**src/rtl/pulse_decoder_if.sv**
```systemverilog
// Handshake and strobe bundle between a code source and pulse_decoder.
// The source drives enable/in/in_valid; the decoder returns ready and the strobe outputs.
interface pulse_decoder_if #(
    parameter int WIDTH = 2
);
    logic                enable;
    logic [WIDTH-1:0]    in;
    logic                in_valid;
    logic                in_ready;
    logic [2**WIDTH-1:0] out;
    logic                busy;
    logic                done;

    modport master (
        output enable,
        output in,
        output in_valid,
        input  in_ready,
        input  out,
        input  busy,
        input  done
    );

    modport slave (
        input  enable,
        input  in,
        input  in_valid,
        output in_ready,
        output out,
        output busy,
        output done
    );
endinterface

```
**src/rtl/pulse_decoder.sv**
```systemverilog
// Registered binary-to-one-hot strobe generator with valid/ready intake and a done pulse.
// Optional feature macro PULSE_DEC_GAP_EN inserts a one-cycle GAP state between strobes.
module pulse_decoder #(
    parameter int WIDTH     = 2,
    parameter int PULSE_LEN = 4,
    parameter int CNT_W     = 8
) (
    input  logic           clk,
    input  logic           rst_n,
    pulse_decoder_if.slave bus
);
    localparam int               OUT_W    = 2**WIDTH;
    localparam int               LOAD_INT = (PULSE_LEN == 0) ? 0 : PULSE_LEN - 1;
    localparam logic [CNT_W-1:0] LOAD_CNT = CNT_W'(LOAD_INT);

`ifdef PULSE_DEC_GAP_EN
    typedef enum logic [1:0] {
        ST_IDLE  = 2'd0,
        ST_DRIVE = 2'd1,
        ST_GAP   = 2'd2
    } state_t;
`else
    typedef enum logic [1:0] {
        ST_IDLE  = 2'd0,
        ST_DRIVE = 2'd1
    } state_t;
`endif

    state_t           state_r;
    state_t           state_next_s;
    logic [CNT_W-1:0] cnt_r;
    logic [CNT_W-1:0] cnt_next_s;
    logic [OUT_W-1:0] out_r;
    logic [OUT_W-1:0] out_next_s;
    logic             busy_r;
    logic             busy_next_s;
    logic             done_r;
    logic             done_next_s;
    logic             ready_s;
    logic             accept_s;
    logic             last_s;

    function automatic logic [OUT_W-1:0] onehot(input logic [WIDTH-1:0] code);
        logic [OUT_W-1:0] vec;
        vec       = {OUT_W{1'b0}};
        vec[code] = 1'b1;
        return vec;
    endfunction

    // Last active cycle of a strobe: counter exhausted and counting enabled.
    assign last_s   = (state_r == ST_DRIVE) && bus.enable && (cnt_r == {CNT_W{1'b0}});
    assign accept_s = bus.in_valid && ready_s;

    // Intake readiness; without the gap a new code may overlap the final strobe cycle.
    always_comb begin
        ready_s = 1'b0;
        if (rst_n && bus.enable) begin
`ifdef PULSE_DEC_GAP_EN
            ready_s = (state_r == ST_IDLE);
`else
            ready_s = (state_r == ST_IDLE) || last_s;
`endif
        end else begin
            ready_s = 1'b0;
        end
    end

    // State register together with the registered outputs and pulse counter.
    always_ff @(posedge clk) begin
        if (!rst_n) begin
            state_r <= ST_IDLE;
            cnt_r   <= {CNT_W{1'b0}};
            out_r   <= {OUT_W{1'b0}};
            busy_r  <= 1'b0;
            done_r  <= 1'b0;
        end else begin
            state_r <= state_next_s;
            cnt_r   <= cnt_next_s;
            out_r   <= out_next_s;
            busy_r  <= busy_next_s;
            done_r  <= done_next_s;
        end
    end

    // Next-state selection.
    always_comb begin
        state_next_s = state_r;
        case (state_r)
            ST_IDLE: begin
                if (accept_s) begin
                    state_next_s = ST_DRIVE;
                end else begin
                    state_next_s = ST_IDLE;
                end
            end
            ST_DRIVE: begin
                if (last_s) begin
`ifdef PULSE_DEC_GAP_EN
                    state_next_s = ST_GAP;
`else
                    state_next_s = accept_s ? ST_DRIVE : ST_IDLE;
`endif
                end else begin
                    state_next_s = ST_DRIVE;
                end
            end
`ifdef PULSE_DEC_GAP_EN
            ST_GAP: begin
                state_next_s = ST_IDLE;
            end
`endif
            default: begin
                state_next_s = ST_IDLE;
            end
        endcase
    end

    // Next values for counter, strobe, busy and done.
    always_comb begin
        cnt_next_s  = cnt_r;
        out_next_s  = out_r;
        done_next_s = 1'b0;
        case (state_r)
            ST_IDLE: begin
                if (accept_s) begin
                    cnt_next_s = LOAD_CNT;
                    out_next_s = onehot(bus.in);
                end else begin
                    cnt_next_s = {CNT_W{1'b0}};
                    out_next_s = {OUT_W{1'b0}};
                end
            end
            ST_DRIVE: begin
                if (!bus.enable) begin
                    cnt_next_s = cnt_r;
                    out_next_s = out_r;
                end else if (cnt_r != {CNT_W{1'b0}}) begin
                    cnt_next_s = cnt_r - CNT_W'(1);
                    out_next_s = out_r;
                end else begin
                    done_next_s = 1'b1;
                    if (accept_s) begin
                        cnt_next_s = LOAD_CNT;
                        out_next_s = onehot(bus.in);
                    end else begin
                        cnt_next_s = {CNT_W{1'b0}};
                        out_next_s = {OUT_W{1'b0}};
                    end
                end
            end
            default: begin
                cnt_next_s = {CNT_W{1'b0}};
                out_next_s = {OUT_W{1'b0}};
            end
        endcase
        busy_next_s = (state_next_s == ST_DRIVE);
    end

    assign bus.in_ready = ready_s;
    assign bus.out      = out_r;
    assign bus.busy     = busy_r;
    assign bus.done     = done_r;
endmodule

```
**src/flat_wrapper.sv**
```systemverilog
// flat-port wrapper written by rule: the top's interface ports become plain ports
module pulse_decoder_flat 
#(
    parameter int WIDTH     = 2,
    parameter int PULSE_LEN = 4,
    parameter int CNT_W     = 8
)
  (clk, rst_n, bus_enable, bus_in, bus_in_valid, bus_in_ready, bus_out, bus_busy, bus_done);
  pulse_decoder_if #(.WIDTH(WIDTH)) bus_i ();
  input  logic clk;
  input  logic rst_n;
  input wire logic [$bits(bus_i.enable)-1:0] bus_enable;
  input wire logic [$bits(bus_i.in)-1:0] bus_in;
  input wire logic [$bits(bus_i.in_valid)-1:0] bus_in_valid;
  output wire logic [$bits(bus_i.in_ready)-1:0] bus_in_ready;
  output wire logic [$bits(bus_i.out)-1:0] bus_out;
  output wire logic [$bits(bus_i.busy)-1:0] bus_busy;
  output wire logic [$bits(bus_i.done)-1:0] bus_done;
  assign bus_i.enable = bus_enable;
  assign bus_i.in = bus_in;
  assign bus_i.in_valid = bus_in_valid;
  assign bus_in_ready = bus_i.in_ready;
  assign bus_out = bus_i.out;
  assign bus_busy = bus_i.busy;
  assign bus_done = bus_i.done;
  pulse_decoder #(.WIDTH(WIDTH), .PULSE_LEN(PULSE_LEN), .CNT_W(CNT_W)) u_core (.clk(clk), .rst_n(rst_n), .bus(bus_i));
endmodule
```
**config.mk**
```make
export PLATFORM = sky130hd
export DESIGN_NAME = pulse_decoder_flat
export DESIGN_NICKNAME = d
export VERILOG_FILES = /design/src/rtl/pulse_decoder_if.sv /design/src/rtl/pulse_decoder.sv /design/src/flat_wrapper.sv
export SDC_FILE = /design/constraint.sdc
export NUM_CORES = 1
export LEC_CHECK = 0
export ABC_AREA = 0
export CAP_MARGIN = 10
export CORE_MARGIN = 2
export CORE_UTILIZATION = 40
export CTS_CLUSTER_SIZE = 24
export DETAILED_ROUTE_END_ITERATION = 8
export PLACE_DENSITY = 0.72
export SETUP_SLACK_MARGIN = 0.4
export SYNTH_ARGS = -nofsm -noshare
export SYNTH_HDL_FRONTEND = slang
export SYNTH_SLANG_ARGS = --single-unit
```
**constraint.sdc**
```tcl
create_clock -name clk -period 1.8 [get_ports clk]
set_clock_uncertainty 0.05 [all_clocks]
set_input_delay 0.36 -clock clk [delete_from_list [all_inputs] [get_ports clk]]
set_output_delay 0.36 -clock clk [all_outputs]
set_load 0.02 [all_outputs]
```
==> qor.csv <==
stage,metric,value,unit
sta,fin crit period,2.05,ns
detailed_routing,first drt pass iteration count,4,
floorplan,Die Y-Extent,43.7,um
floorplan,I/O pins,13,
sta,unrepaired setup endpoints after global routing,yes,
sta,period utilisation layout,114,%
cells_and_area,P&R area growth vs syn,53.7,%
placement,Inst Count DP,101,
grt,wire length of the first global-routing pass,2.30,mm
logic_synthesis,"Net Count, Synth",72,
detailed_routing,Routed WL per cell,12.7,um
logic_synthesis,Post-Synth Simple-Gate Area,22.3,%
outcome,failing checks,negative setup slack,
floorplan,Rows,14,
placement,Post-Place Worst Slack,-0.431,ns
setup_path,Crit Path Class,reg2out,
cells_and_area,"commonest non-fill, non-tap cells in the layout","16 x buf_4, 10 x dfxtp_1, 9 x nor2_1",
setup_path,CP top delay family,simple AND/OR/NAND/NOR gates,
setup_path,Slowest cell on crit path,or3b_4,
logic_synthesis,Cells after Synth,64,
detailed_routing,vias,586,
pwr,cell leakage power,0.000463,uW
logic_synthesis,"Async S/R FF share, synth",0,%
cells_and_area,share of cells above drive strength 1,40.6,%
cts,CTS tree,yes,
logic_synthesis,Mapped Area,629,um^2
logic_synthesis,post-synthesis mux area share,0,%
cts,Sink Count,14,
logic_synthesis,Post-synth top flop,dfxtp_1,
logic_synthesis,main combinational cell family by area after synthesis,simple AND/OR/NAND/NOR gates,
logic_synthesis,area share of xor/xnor cells in the synthesized design,8.35,%
logic_synthesis,Yosys warning count,0,
grt,largest net degree at the start of global routing,11,
setup_path,CP Launch Type,flip-flop,
cts,root buf cell,clkbuf_4,
grt,number of antenna violations at the first check in global routing,0,
placement,RePlAce Congestion,0.696,
setup_path,Worst EP arrival,1.64,ns
sta,smallest hold slack,0.414,ns
setup_path,crit-path cells,"inv_2, ha_4, or3b_4, o21ai_2, and3_4, buf_6",
pwr,VDD IR max,0.564,mV
sta,Setup Viol. Count Final,8,
floorplan,Initial Util,42.3,%
cells_and_area,final std cells w/o fill,112,
cts,CTS max path bufs,2,
detailed_routing,number of remaining DRC errors,0,
detailed_routing,Final ANT Viol Nets,0,
setup_path,crit-path max cell delay,0.37,ns
outcome,outcome,finished with violations,
placement,post-DP HPWL,1.03,mm
setup_path,Crit. End Element,output pin,
sta,Worst slew margin,75.5,%
grt,vias in the first global route,536,
grt,global route total overflow,0,
logic_synthesis,synth unique cells,24,
logic_synthesis,"Seq/Total Area, Yosys",44.5,%
pwr,power per cell area,854,mW/mm^2
logic_synthesis,Synth Area in Compound Gates,14.9,%
setup_path,Required @ worst endpoint,1.39,ns
floorplan,CORE AREA,0.00149,mm^2
sta,Fmax,488,MHz
cells_and_area,Fillers,125,
sta,final hold viol count,0,
floorplan,die area,0.00191,mm^2
cells_and_area,diodes inserted,0,
floorplan,chip width,43.7,um
sta,Final Slew Violations,0,
setup_path,Buf/Inv on CP,2,
sta,setup_tns,-1.18,ns
cts,CTS Hold Bufs,0,
hold_path,Hold/Removal Path Class,reg2reg,
cts,"Reg clk slew, reported paths",0.08,ns
sta,final setup margin,-0.249,ns
logic_synthesis,syn_area_per_cell,9.83,um^2
flow_run,MaxCap Viol Count,0,
detailed_routing,routed wire length,1.42,mm
cts,clock latency on the worst-skew pair,0.29,ns
logic_synthesis,"EDFF count, synth",0,
setup_path,crit path max fanout,2,
detailed_routing,drt first-iter violations,6,
cts,CTS H-Tree Depth,1,
placement,PortBufs,12,
cells_and_area,nets@finish,105,
cells_and_area,"commonest non-fill, non-tap cell in the layout",buf_4,
cts,CTS Buf Count,3,
logic_synthesis,number of synthesized register bits,14,
grt,Global Route Usage Sum,16.7,%
detailed_routing,Via density,5.23,
sta,Least-Margin Pin Slew,0.367,ns
logic_synthesis,Adder-Cell Fraction of Synth Area,3.98,%
logic make-up (layout without fill, tap and decap cells):
group	Yosys count	count (layout)
simple gates	25	25
xor+xnor	6	6
buf+inv	6	38
compound gates	11	11
fa+ha+maj	2	2
flops	14	14
registers in the layout (all words and copies together) (netlist names):
register	flops
u_core.bus.out	4
u_core.bus.done	1
u_core.cnt_r	8
u_core.state_r	1
cells in the mapped netlist, types with 2 or more instances:
cell type	n	area, um^2
ha_1	2	25.0
nor2_1	10	37.5
nand2_1	2	7.51
xor2_1	6	52.6
nand3_1	2	10.0
o21ai_0	2	10.0
and4_1	2	17.5
o221a_1	2	22.5
buf_6	2	22.5
inv_1	4	15.0
a32o_1	4	40.0
dfxtp_1	14	280
repair_timing:
action | in CTS | in global routing
resized for setup | 18 | 14
setup endpoints to repair | 21 | 19
pin swaps | 2 | 4
setup buffers | 3 | 4
stage by stage:
stage,total power [uW],util (%),instance area [um^2]
6_report,826,65.0,967
5_1_grt,875,65.0,967
4_1_cts,769,60.2,896
3_5_place_dp,538,56.2,837
3_3_place_gp,533,56.2,837
2_1_floorplan,470,-,637
layer usage:
layer	up-vias	global-route usage, %	part of all wire (%)
met2	8	26.5	50
met4	0	5.45	0.56
li1	297	-	-
met5	-	0	0
met1	279	20.2	45
met3	2	7.50	4.3
cell type report:
class	instances	area [um^2]	share of cell area, %
multi-input combinational	44	354	36.6
sequential	14	285	29.5
timing repair buffer	30	256	26.5
clock buffer	4	36.3	3.75
tap	16	20.0	2.07
inverter	4	15.0	1.55
where the power goes:
part	switching (uW)	internal [uW]	total (uW)	leakage, uW
clock network	102	123	225	0.0000210
logic	114	148	261	0.000327
registers	12.3	327	340	0.000115
path summary, 6_finish.rpt:
kind                                                     start                              to  slack, ns  cells past startpoint
worst max-delay path              u_core.cnt_r[0]$_SDFFE_PN0P_                    bus_in_ready      -0.25                      6
worst min-delay path            u_core.bus.out[3]$_SDFFE_PN0P_  u_core.bus.out[3]$_SDFFE_PN0P_       0.41                      1
worst max register to register    u_core.cnt_r[0]$_SDFFE_PN0P_    u_core.cnt_r[1]$_SDFFE_PN0P_      -0.16                      9
worst min register to register  u_core.bus.out[3]$_SDFFE_PN0P_  u_core.bus.out[3]$_SDFFE_PN0P_       0.41                      1
(Power assumes the default switching activity.)
